File: src/rtl/uart_rx_periph_pkg.sv
// Shared definitions for the UART receive peripheral: register map, STATUS bit
// positions, receiver state encoding and the baud divider calculation.
package uart_rx_periph_pkg;

  localparam logic [3:0] UART_RX_ADDR_DATA   = 4'h0;
  localparam logic [3:0] UART_RX_ADDR_STATUS = 4'h2;

  localparam int STAT_VALID_BIT = 0;
  localparam int STAT_OVR_BIT   = 1;
  localparam int STAT_FERR_BIT  = 2;

  typedef enum logic [1:0] {
    ST_IDLE  = 2'd0,
    ST_START = 2'd1,
    ST_DATA  = 2'd2,
    ST_STOP  = 2'd3
  } rx_state_e;

  // Clocks per 16x oversampling tick, truncated, never below one.
  function automatic int unsigned baud_div(input int unsigned clk_freq, input int unsigned baud);
    int unsigned d;
    d = clk_freq / (baud * 32'd16);
    return (d == 32'd0) ? 32'd1 : d;
  endfunction

endpackage

File: src/rtl/uart_rx_periph_if.sv
// Register-bus bundle between the J1 I/O decoder (master) and the UART receiver (slave).
interface uart_rx_periph_if;
  logic        cs;
  logic        rd;
  logic        wr;
  logic [3:0]  addr;
  logic [15:0] d_in;
  logic [15:0] d_out;

  modport master (output cs, rd, wr, addr, d_in, input d_out);
  modport slave  (input cs, rd, wr, addr, d_in, output d_out);
endinterface

File: src/rtl/uart_rx_periph_fifo.sv
// Circular byte buffer for the UART receiver: wrapping pointers plus an occupancy count.
// A push into a full buffer is accepted only when a pop happens in the same cycle.
module uart_rx_fifo #(
  parameter int DEPTH = 8,
  localparam int AW = $clog2(DEPTH)
) (
  input  logic          clk_i,
  input  logic          rst_ni,
  input  logic          push_i,
  input  logic          pop_i,
  input  logic [7:0]    data_i,
  output logic [7:0]    data_o,
  output logic          full_o,
  output logic          empty_o,
  output logic [AW:0]   count_o
);
  logic [7:0]    r_mem [DEPTH];
  logic [AW-1:0] r_wr_ptr;
  logic [AW-1:0] r_rd_ptr;
  logic [AW:0]   r_count;
  logic          w_do_push;
  logic          w_do_pop;

  assign full_o    = (r_count == (AW+1)'(DEPTH));
  assign empty_o   = (r_count == '0);
  assign count_o   = r_count;
  assign data_o    = r_mem[r_rd_ptr];
  assign w_do_pop  = pop_i & ~empty_o;
  assign w_do_push = push_i & (~full_o | w_do_pop);

  // Storage array, written at the tail
  always_ff @(posedge clk_i) begin
    if (w_do_push) begin
      r_mem[r_wr_ptr] <= data_i;
    end
  end

  // Pointers and occupancy
  always_ff @(posedge clk_i or negedge rst_ni) begin
    if (!rst_ni) begin
      r_wr_ptr <= '0;
      r_rd_ptr <= '0;
      r_count  <= '0;
    end else begin
      if (w_do_push) r_wr_ptr <= r_wr_ptr + 1'b1;
      if (w_do_pop)  r_rd_ptr <= r_rd_ptr + 1'b1;
      case ({w_do_push, w_do_pop})
        2'b10:   r_count <= r_count + 1'b1;
        2'b01:   r_count <= r_count - 1'b1;
        default: r_count <= r_count;
      endcase
    end
  end
endmodule

File: src/rtl/uart_rx_periph.sv
// 8N1 UART receiver with 16x oversampling and a register-mapped receive buffer.
// Define UART_RX_FIFO_EN for a FIFO_DEPTH-entry buffer; otherwise one holding byte.
module uart_rx_periph
  import uart_rx_periph_pkg::*;
#(
  parameter int unsigned CLK_FREQ   = 50000000,
  parameter int unsigned BAUD       = 115200,
  parameter int unsigned FIFO_DEPTH = 8
) (
  input  logic              sys_clk_i,
  input  logic              sys_rst_i,
  uart_rx_periph_if.slave   bus,
  input  logic              uart_rx,
  output logic              rx_irq
);
  localparam int unsigned DIV      = baud_div(CLK_FREQ, BAUD);
  localparam logic [15:0] DIV_LAST = 16'(DIV - 32'd1);

  logic [15:0] r_div_cnt;
  logic        r_sync1, r_sync2, r_rx_prev;
  rx_state_e   r_state, w_state_nxt;
  logic [3:0]  r_tick_cnt, w_tick_nxt;
  logic [2:0]  r_bit_cnt, w_bit_nxt;
  logic [7:0]  r_shift, w_shift_nxt;
  logic        r_ovr, r_ferr, r_irq;
  logic [15:0] r_d_out;
  logic        w_tick, w_fall, w_push, w_ferr_set;
  logic        w_rd, w_pop, w_wr_stat, w_push_ok, w_ovr_set;
  logic        w_valid, w_full, w_multi, w_valid_nxt;
  logic [7:0]  w_head;
  logic        w_unused;

  assign w_tick    = (r_div_cnt == DIV_LAST);
  assign w_fall    = r_rx_prev & ~r_sync2;
  assign w_rd      = bus.cs & bus.rd;
  assign w_pop     = w_rd & (bus.addr == UART_RX_ADDR_DATA) & w_valid;
  assign w_wr_stat = bus.cs & bus.wr & (bus.addr == UART_RX_ADDR_STATUS);
  assign w_push_ok = w_push & (~w_full | w_pop);
  assign w_ovr_set = w_push & w_full & ~w_pop;
  assign w_valid_nxt = w_push_ok | (w_valid & ~w_pop) | w_multi;
  assign bus.d_out = r_d_out;
  assign rx_irq    = r_irq;
  assign w_unused  = ^{bus.d_in[15:3], bus.d_in[0]};

  // Free-running oversampling divider
  always_ff @(posedge sys_clk_i or negedge sys_rst_i) begin
    if (!sys_rst_i) r_div_cnt <= 16'd0;
    else            r_div_cnt <= w_tick ? 16'd0 : r_div_cnt + 16'd1;
  end

  // Line synchronizer and previous-sample flop for edge detection
  always_ff @(posedge sys_clk_i or negedge sys_rst_i) begin
    if (!sys_rst_i) begin
      r_sync1   <= 1'b1;
      r_sync2   <= 1'b1;
      r_rx_prev <= 1'b1;
    end else begin
      r_sync1   <= uart_rx;
      r_sync2   <= r_sync1;
      r_rx_prev <= r_sync2;
    end
  end

  // Receiver state and datapath registers
  always_ff @(posedge sys_clk_i or negedge sys_rst_i) begin
    if (!sys_rst_i) begin
      r_state    <= ST_IDLE;
      r_tick_cnt <= 4'd0;
      r_bit_cnt  <= 3'd0;
      r_shift    <= 8'd0;
    end else begin
      r_state    <= w_state_nxt;
      r_tick_cnt <= w_tick_nxt;
      r_bit_cnt  <= w_bit_nxt;
      r_shift    <= w_shift_nxt;
    end
  end

  // Frame sequencing: start checked at 8 ticks, data and stop at 16-tick intervals
  always_comb begin
    w_state_nxt = r_state;
    w_tick_nxt  = r_tick_cnt;
    w_bit_nxt   = r_bit_cnt;
    w_shift_nxt = r_shift;
    w_push      = 1'b0;
    w_ferr_set  = 1'b0;
    case (r_state)
      ST_IDLE: begin
        if (w_fall) begin
          w_state_nxt = ST_START;
          w_tick_nxt  = 4'd0;
        end
      end
      ST_START: begin
        if (w_tick && r_tick_cnt == 4'd7) begin
          w_tick_nxt  = 4'd0;
          w_bit_nxt   = 3'd0;
          w_state_nxt = r_sync2 ? ST_IDLE : ST_DATA;
        end else if (w_tick) begin
          w_tick_nxt = r_tick_cnt + 4'd1;
        end
      end
      ST_DATA: begin
        if (w_tick) begin
          w_tick_nxt = r_tick_cnt + 4'd1;
          if (r_tick_cnt == 4'd15) begin
            w_shift_nxt = {r_sync2, r_shift[7:1]};
            w_bit_nxt   = r_bit_cnt + 3'd1;
            w_state_nxt = (r_bit_cnt == 3'd7) ? ST_STOP : ST_DATA;
          end
        end
      end
      ST_STOP: begin
        if (w_tick) begin
          w_tick_nxt = r_tick_cnt + 4'd1;
          if (r_tick_cnt == 4'd15) begin
            w_push      = r_sync2;
            w_ferr_set  = ~r_sync2;
            w_state_nxt = ST_IDLE;
          end
        end
      end
      default: w_state_nxt = ST_IDLE;
    endcase
  end

`ifdef UART_RX_FIFO_EN
  localparam int CW = $clog2(FIFO_DEPTH) + 1;
  logic [CW-1:0] w_count;
  logic          w_empty;

  uart_rx_fifo #(.DEPTH(int'(FIFO_DEPTH))) u_fifo (
    .clk_i   (sys_clk_i),
    .rst_ni  (sys_rst_i),
    .push_i  (w_push_ok),
    .pop_i   (w_pop),
    .data_i  (r_shift),
    .data_o  (w_head),
    .full_o  (w_full),
    .empty_o (w_empty),
    .count_o (w_count)
  );
  assign w_valid = ~w_empty;
  assign w_multi = |w_count[CW-1:1];
`else
  logic [7:0] r_hold;
  logic       r_hold_vld;

  // Single holding register; a pop in the same cycle frees it for the push
  always_ff @(posedge sys_clk_i or negedge sys_rst_i) begin
    if (!sys_rst_i) begin
      r_hold     <= 8'd0;
      r_hold_vld <= 1'b0;
    end else if (w_push_ok) begin
      r_hold     <= r_shift;
      r_hold_vld <= 1'b1;
    end else if (w_pop) begin
      r_hold_vld <= 1'b0;
    end
  end
  assign w_head  = r_hold;
  assign w_valid = r_hold_vld;
  assign w_full  = r_hold_vld;
  assign w_multi = 1'b0;
`endif

  // Sticky error flags (set wins), interrupt, and registered read data
  always_ff @(posedge sys_clk_i or negedge sys_rst_i) begin
    if (!sys_rst_i) begin
      r_ovr   <= 1'b0;
      r_ferr  <= 1'b0;
      r_irq   <= 1'b0;
      r_d_out <= 16'h0000;
    end else begin
      if (w_ovr_set)                              r_ovr <= 1'b1;
      else if (w_wr_stat && bus.d_in[STAT_OVR_BIT]) r_ovr <= 1'b0;
      if (w_ferr_set)                              r_ferr <= 1'b1;
      else if (w_wr_stat && bus.d_in[STAT_FERR_BIT]) r_ferr <= 1'b0;
      r_irq <= w_valid_nxt;
      if (w_rd) begin
        case (bus.addr)
          UART_RX_ADDR_DATA:   r_d_out <= w_valid ? {8'h00, w_head} : 16'h0000;
          UART_RX_ADDR_STATUS: r_d_out <= {13'h0000, r_ferr, r_ovr, w_valid};
          default:             r_d_out <= 16'h0000;
        endcase
      end
    end
  end
endmodule

File: src/flat_wrapper.sv
// flat-port wrapper written by rule: the top's interface ports become plain ports
module uart_rx_periph_flat import uart_rx_periph_pkg::*;
#(
  parameter int unsigned CLK_FREQ   = 50000000,
  parameter int unsigned BAUD       = 115200,
  parameter int unsigned FIFO_DEPTH = 8
)
  (sys_clk_i, sys_rst_i, uart_rx, rx_irq, bus_cs, bus_rd, bus_wr, bus_addr, bus_d_in, bus_d_out);
  uart_rx_periph_if bus_i ();
  input  logic sys_clk_i;
  input  logic sys_rst_i;
  input  logic uart_rx;
  output logic rx_irq;
  input wire logic [$bits(bus_i.cs)-1:0] bus_cs;
  input wire logic [$bits(bus_i.rd)-1:0] bus_rd;
  input wire logic [$bits(bus_i.wr)-1:0] bus_wr;
  input wire logic [$bits(bus_i.addr)-1:0] bus_addr;
  input wire logic [$bits(bus_i.d_in)-1:0] bus_d_in;
  output wire logic [$bits(bus_i.d_out)-1:0] bus_d_out;
  assign bus_i.cs = bus_cs;
  assign bus_i.rd = bus_rd;
  assign bus_i.wr = bus_wr;
  assign bus_i.addr = bus_addr;
  assign bus_i.d_in = bus_d_in;
  assign bus_d_out = bus_i.d_out;
  uart_rx_periph #(.CLK_FREQ(CLK_FREQ), .BAUD(BAUD), .FIFO_DEPTH(FIFO_DEPTH)) u_core (.sys_clk_i(sys_clk_i), .sys_rst_i(sys_rst_i), .bus(bus_i), .uart_rx(uart_rx), .rx_irq(rx_irq));
endmodule
File: config.mk
export PLATFORM = sky130hd
export DESIGN_NAME = uart_rx_periph_flat
export DESIGN_NICKNAME = d
export VERILOG_FILES = /design/src/rtl/uart_rx_periph_pkg.sv /design/src/rtl/uart_rx_periph_if.sv /design/src/rtl/uart_rx_periph_fifo.sv /design/src/rtl/uart_rx_periph.sv /design/src/flat_wrapper.sv
export SDC_FILE = /design/constraint.sdc
export NUM_CORES = 1
export LEC_CHECK = 0
export CORE_ASPECT_RATIO = 0.6
export CORE_MARGIN = 3
export CORE_UTILIZATION = 25
export DETAILED_ROUTE_END_ITERATION = 16
export GPL_ROUTABILITY_DRIVEN = 0
export PLACE_DENSITY = 0.45
export SYNTH_ARGS = -nofsm -noshare
export SYNTH_HDL_FRONTEND = slang
export SYNTH_HIERARCHICAL = 1
export SYNTH_SLANG_ARGS = --single-unit
File: constraint.sdc
create_clock -name sys_clk_i -period 4 [get_ports sys_clk_i]
set_input_delay 0.8 -clock sys_clk_i [delete_from_list [all_inputs] [get_ports sys_clk_i]]
set_output_delay 0.8 -clock sys_clk_i [all_outputs]
set_load 0.01 [all_outputs]
## After elaboration in Yosys (flattened, before gate mapping)

Index checks and enable logic that the tools add are counted.

- Output and inout bits: 17
- Word-level logic and storage cells: 91
- Bits in registers: 64
- Input port bits: 26

- Multiplexer cells: 32
- Equality and inequality tests: 14
- Bitwise gates (word level): 15
- Add/sub/neg operators: 3
- Reduce and logical (&&, ||, !) cells: 13

Operator list:

| operator | count |
|---|---|
| one-hot mux 16 bit (2 select lines) | 1 |
| adder 16 x 1 -> 16 bit, second input constant | 1 |
| equality test 16 x 5 -> 1 bit, second input constant | 1 |
| two-way mux 16 bit | 1 |
| two-way mux 2 bit | 7 |
| two-way mux 1 bit | 13 |
| two-way mux 4 bit | 3 |
| inequality test 2 x 1 -> 1 bit, second input constant | 6 |
| one-hot mux 4 bit (3 select lines) | 1 |
| bitwise AND 1 bit | 10 |
| two-way mux 3 bit | 3 |
| two-way mux 8 bit | 1 |
| one-hot mux 2 bit (4 select lines) | 1 |
| nonzero test 2 bit | 4 |
| one-hot mux 3 bit (2 select lines) | 1 |
| AND reduction 6 bit | 1 |
| adder 4 x 1 -> 4 bit, second input constant | 1 |
| equality test 2 bit, second input constant | 2 |
| equality test 4 x 2 -> 1 bit, second input constant | 1 |
| equality test 4 x 3 -> 1 bit, second input constant | 1 |
| equality test 4 bit, second input constant | 1 |
| zero test 4 bit | 1 |
| AND reduction 4 bit | 1 |
| adder 3 x 1 -> 3 bit, second input constant | 1 |
| 8 further kinds | 13 |

## Logic depth before layout (Yosys ltp)

- Word-level depth: 7
- Mapped depth: 9
- Mapped depth without buffers: 7

## Worst setup path before layout

No wires, ideal clock.

- Path kind: in2reg
- From: input bus_addr[0]
- To: register u_core.r_hold[0]
- Data required time: 3,875 ps
- Stages on the path: 6
- Arrival: 2,106 ps
- Slack: 1,769 ps
- Cells stage by stage: nor3_1 nand3_1 o21ai_0 nor2b_2 buf_6 mux2_4

- Cells in the longest elaborated chain, start to end: 5

Ends and longest elaborated chain:

| what | line | source |
|---|---|---|
| start: declaration | flat_wrapper.sv:17 | `input wire logic [$bits(bus_i.addr)-1:0] bus_addr;` |
| zero test 4 bit | uart_rx_periph.sv:36 | `assign w_pop = w_rd & (bus.addr == UART_RX_ADDR_DATA) & w_valid;` |
| bitwise AND 1 bit (2 in series) | uart_rx_periph.sv:36 |  |
| bitwise OR 1 bit | uart_rx_periph.sv:38 | `assign w_push_ok = w_push & (~w_full \| w_pop);` |
| bitwise AND 1 bit | uart_rx_periph.sv:38 |  |
| end signal: assignment | uart_rx_periph.sv:155 | `r_hold <= r_shift;` |
| end: declaration | uart_rx_periph.sv:146 | `logic [7:0] r_hold;` |

No other way between the ends.
A chain may end at the register's enable or synchronous reset.

## Worst setup path in the final report

- From: input bus_addr[0]
- To: register u_core.r_hold[7]

The elaborated chain is that of the path after synthesis.

==> flow_metrics.env <==
export IMPL_clkLatencyLatePin_ns=0.30
export IMPL_syn_cell_area_sq_um=2580
export IMPL_cp_slowest_cell="nor2b_2"
export IMPL_final_max_slew_viol_count=0
export IMPL_clkSlewWorstSetupHoldPaths_ns=0.06
export IMPL_grt_use_total=0.09611
export IMPL_ir_drop_uv=159.5
export IMPL_layout_min_cycle_time_ns=2.914
export IMPL_drtIter0Drc=105
export IMPL_die_y_microns=84.69
export IMPL_root_buffer="clkbuf_16"
export IMPL_cts_setup_buffers=0
export IMPL_hpwl_microns=3727
export IMPL_worstSetupPathType="input pin to flip-flop"
export IMPL_slowest_delay_ns=0.61
export IMPL_cts_resized=0
export IMPL_crit_chain="clkdlybuf4s50_1, nor3_1, nand3_1, o21ai_0, nor2b_2, mux2_4"
export IMPL_antenna_found_initial=0
export IMPL_r2r_start="u_core/r_div_cnt[0]$_DFF_PN0_"
export IMPL_ant_nets=0
export IMPL_dieArea_sq_um=11620
export IMPL_io_buffers=20
export IMPL_syn_area_per_cell_sq_um=11.27
export IMPL_grt_pass1_vias=1699
export IMPL_first_pass_iters=4
export IMPL_clock_path_buffers=2
export IMPL_dr_wl_met3_microns=138
export IMPL_placementRows=28
export IMPL_cts_tree="done"
export IMPL_wl_met2_microns=1898
export IMPL_critPathLaunch="bus_addr[0]"
export IMPL_yosys_area_top_type="dfrtp_1"
export IMPL_cts_buffers=5
export IMPL_grt_max_degree=38
export IMPL_hold_start="u_core/r_sync1$_DFF_PN1_"
export IMPL_critPathArrivalTime_ns=3.09
export IMPL_initial_utilization=0.2593
export IMPL_grt_ovfl_total=0
export IMPL_htreeDepth=2
export IMPL_routed_via_density=4.296
export IMPL_drive_gt1_frac=0.1344
export IMPL_power_w=0.001187
export IMPL_regArea_sq_um=1405
export IMPL_seq_power_share=0.505
export IMPL_sw_frac_of_total=0.2293
export IMPL_coreArea_sq_um=9950
export IMPL_diodes=0
export IMPL_crit_fanout=8
export IMPL_required_ns=4.18
export IMPL_clock_sinks=56
export IMPL_wl_per_cell_microns=13.08
export IMPL_die_x_microns=137.2
export IMPL_period_share=0.7284
export IMPL_p_per_area_nw_per_um2=387.6
export IMPL_hp_class="flip-flop to flip-flop"
export IMPL_finalSetupViolCount=0
export IMPL_intPower_w=0.0009146
export IMPL_syn_inst=229
export IMPL_drv_cap=0
export IMPL_yosys_warnings=6
export IMPL_fillCellCount=1031
export IMPL_combPwrFrac=0.083
export IMPL_synth_seq_cells=56
export IMPL_worst_clock_skew_ns=0.009321
export IMPL_synth_top_area_share=0.5141
export IMPL_timing_fmax_mhz=343.2
export IMPL_p_sw_w=0.0002721
export IMPL_yosysSeqAreaShare=0.5446
export IMPL_hold_violations=0
export IMPL_top_layer_used="met4"
export IMPL_start_kind="input pin"
export IMPL_tns_ns=0
export IMPL_critPathBufInv=1
export IMPL_tightest_slew_ns=0.8297
export IMPL_rsz0062_at_grt="no"
export IMPL_pwr_share_clk=0.413
export IMPL_status="complete, no violations"
export IMPL_routed_wl_microns=5074
export IMPL_max_slew_margin=0.4468
export IMPL_wl_met1_microns=2958
export IMPL_nets=283
export IMPL_crit_family="simple AND/OR/NAND/NOR gates"
export IMPL_num_io_pins=43
export IMPL_p_leak_nw=1.353
export IMPL_route_detailed_drc=0
export IMPL_vias=1667
export IMPL_multi_input_comb_area_sq_um=1089
export IMPL_yosysUniqueCellTypes=38
export IMPL_area_growth_pct=18.67
export IMPL_critPathCaptureType="flip-flop"
export IMPL_synthTopCellsByArea="dfrtp_1, mux2_4, mux2_2"
export IMPL_cts_hold_buffers=0
export IMPL_grt_first_pass_wirelength_microns=8783
==> layer usage <==
layer,GRT usage,up-vias
li1,-,842
met1,0.1521,799
met3,0.02216,7
met4,0.03261,0
met5,0,-
met2,0.1254,19
==> Yosys cell counts <==
library cell  number
dfrtp_1           53
nand2_1           22
nor2_1            14
o21ai_0           13
nand3_1           12
xnor2_1           10
buf_4              8
mux2_2             8
mux2_4             8
a21oi_1            7
inv_1              7
nand2b_1           6
a22o_1             5
ha_1               5
nand4_1            5
nor4_1             5
xor2_1             5
a31oi_1            4
clkbuf_1           4
nor3_1             4
dfstp_2            3
o31ai_1            3
and4_1             2
or4_4              2
a21boi_0           1
a221o_1            1
and3_1             1
and3_2             1
and4b_1            1
buf_6              1
conb_1             1
nand2_2            1
nor2b_2            1
nor3_4             1
nor4b_1            1
nor4bb_1           1
o21bai_1           1
o22a_1             1
==> area by class of cell <==
class | instances | share of cell area
clock inverter | 1 | 0.009808
sequential | 56 | 0.4589
multi-input combinational | 160 | 0.3555
tap | 135 | 0.05517
clock buffer | 7 | 0.04332
inverter | 7 | 0.008582
timing repair buffer | 22 | 0.06866
==> cell families after synthesis <==
logic type	synth area share
fa+ha+maj	0.02425
flops	0.5446
xor+xnor	0.05092
buf+inv	0.04365
compound gates	0.08729
mux	0.08148
simple gates	0.1664
other cells	0.001454
==> placed cells by master, fill, tap and decap left out, types with 2 or more instances in the layout <==
cell,n
nor2_1,14
o21ai_0,13
a22o_1,5
o31ai_1,3
or4_4,2
xnor2_1,10
nand3_1,12
xor2_1,5
buf_4,2
conb_1,8
and4_1,2
nand4_1,5
clkbuf_1,2
dfstp_2,3
mux2_4,8
nand2b_1,6
mux2_2,8
a21oi_1,7
clkbuf_16,5
nor3_1,4
ha_1,5
inv_1,7
a31oi_1,4
nor4_1,5
clkdlybuf4s50_1,19
dfrtp_1,53
nand2_1,22
==> metrics by stage <==
step	hold slack (ns)	cell area (sq um)	std cells	setup WS, ns	utilization
6_report	0.3562	3062	388	1.087	0.3077
4_1_cts	0.3571	3062	388	1.093	0.3077
5_1_grt	0.3591	3062	388	0.9212	0.3077
3_3_place_gp	0.3461	2899	380	0.8194	0.2914
2_1_floorplan	0.3452	2606	236	1.769	-
3_5_place_dp	0.3472	2899	380	0.7888	0.2914
==> sequential cells by signal, indices dropped and copies added, names as in the netlist, 3 cells and up, named ones only <==
signal,count
u_core/r_tick_cnt,4
u_core/r_div_cnt,16
u_core/bus.d_out,8
u_core/r_hold,8
u_core/r_bit_cnt,3
u_core/r_shift,8
==> power by group through the flow <==
stage	sequential, W	combinational [W]	clock, W
2_1_floorplan	0.000598	0.0000721	0
3_3_place_gp	0.000610	0.0000974	0
3_5_place_dp	0.000610	0.0000986	0
4_1_cts	0.000599	0.0000997	0.000513
5_1_grt	0.000601	0.000115	0.000534
6_report	0.000599	0.0000980	0.000490
==> path summary, 6_finish.rpt <==
| check | endpoint | slack (ns) | depth (start not counted) |
|---|---|---|---|
| max | u_core/r_hold[7]$_DFFE_PN0P_ | 1.09 | 6 |
| min | u_core/r_sync2$_DFF_PN1_ | 0.36 | 0 |
| max reg2reg | u_core/r_hold[7]$_DFFE_PN0P_ | 1.33 | 7 |
| min reg2reg | u_core/r_sync2$_DFF_PN1_ | 0.36 | 0 |
| max in group asynchronous | u_core/r_rx_prev$_DFF_PN1_ | 2.54 | 2 |
| min in group asynchronous | u_core/r_div_cnt[7]$_DFF_PN0_ | 0.60 | 1 |
No activity file was read; power rests on OpenSTA's default activity.
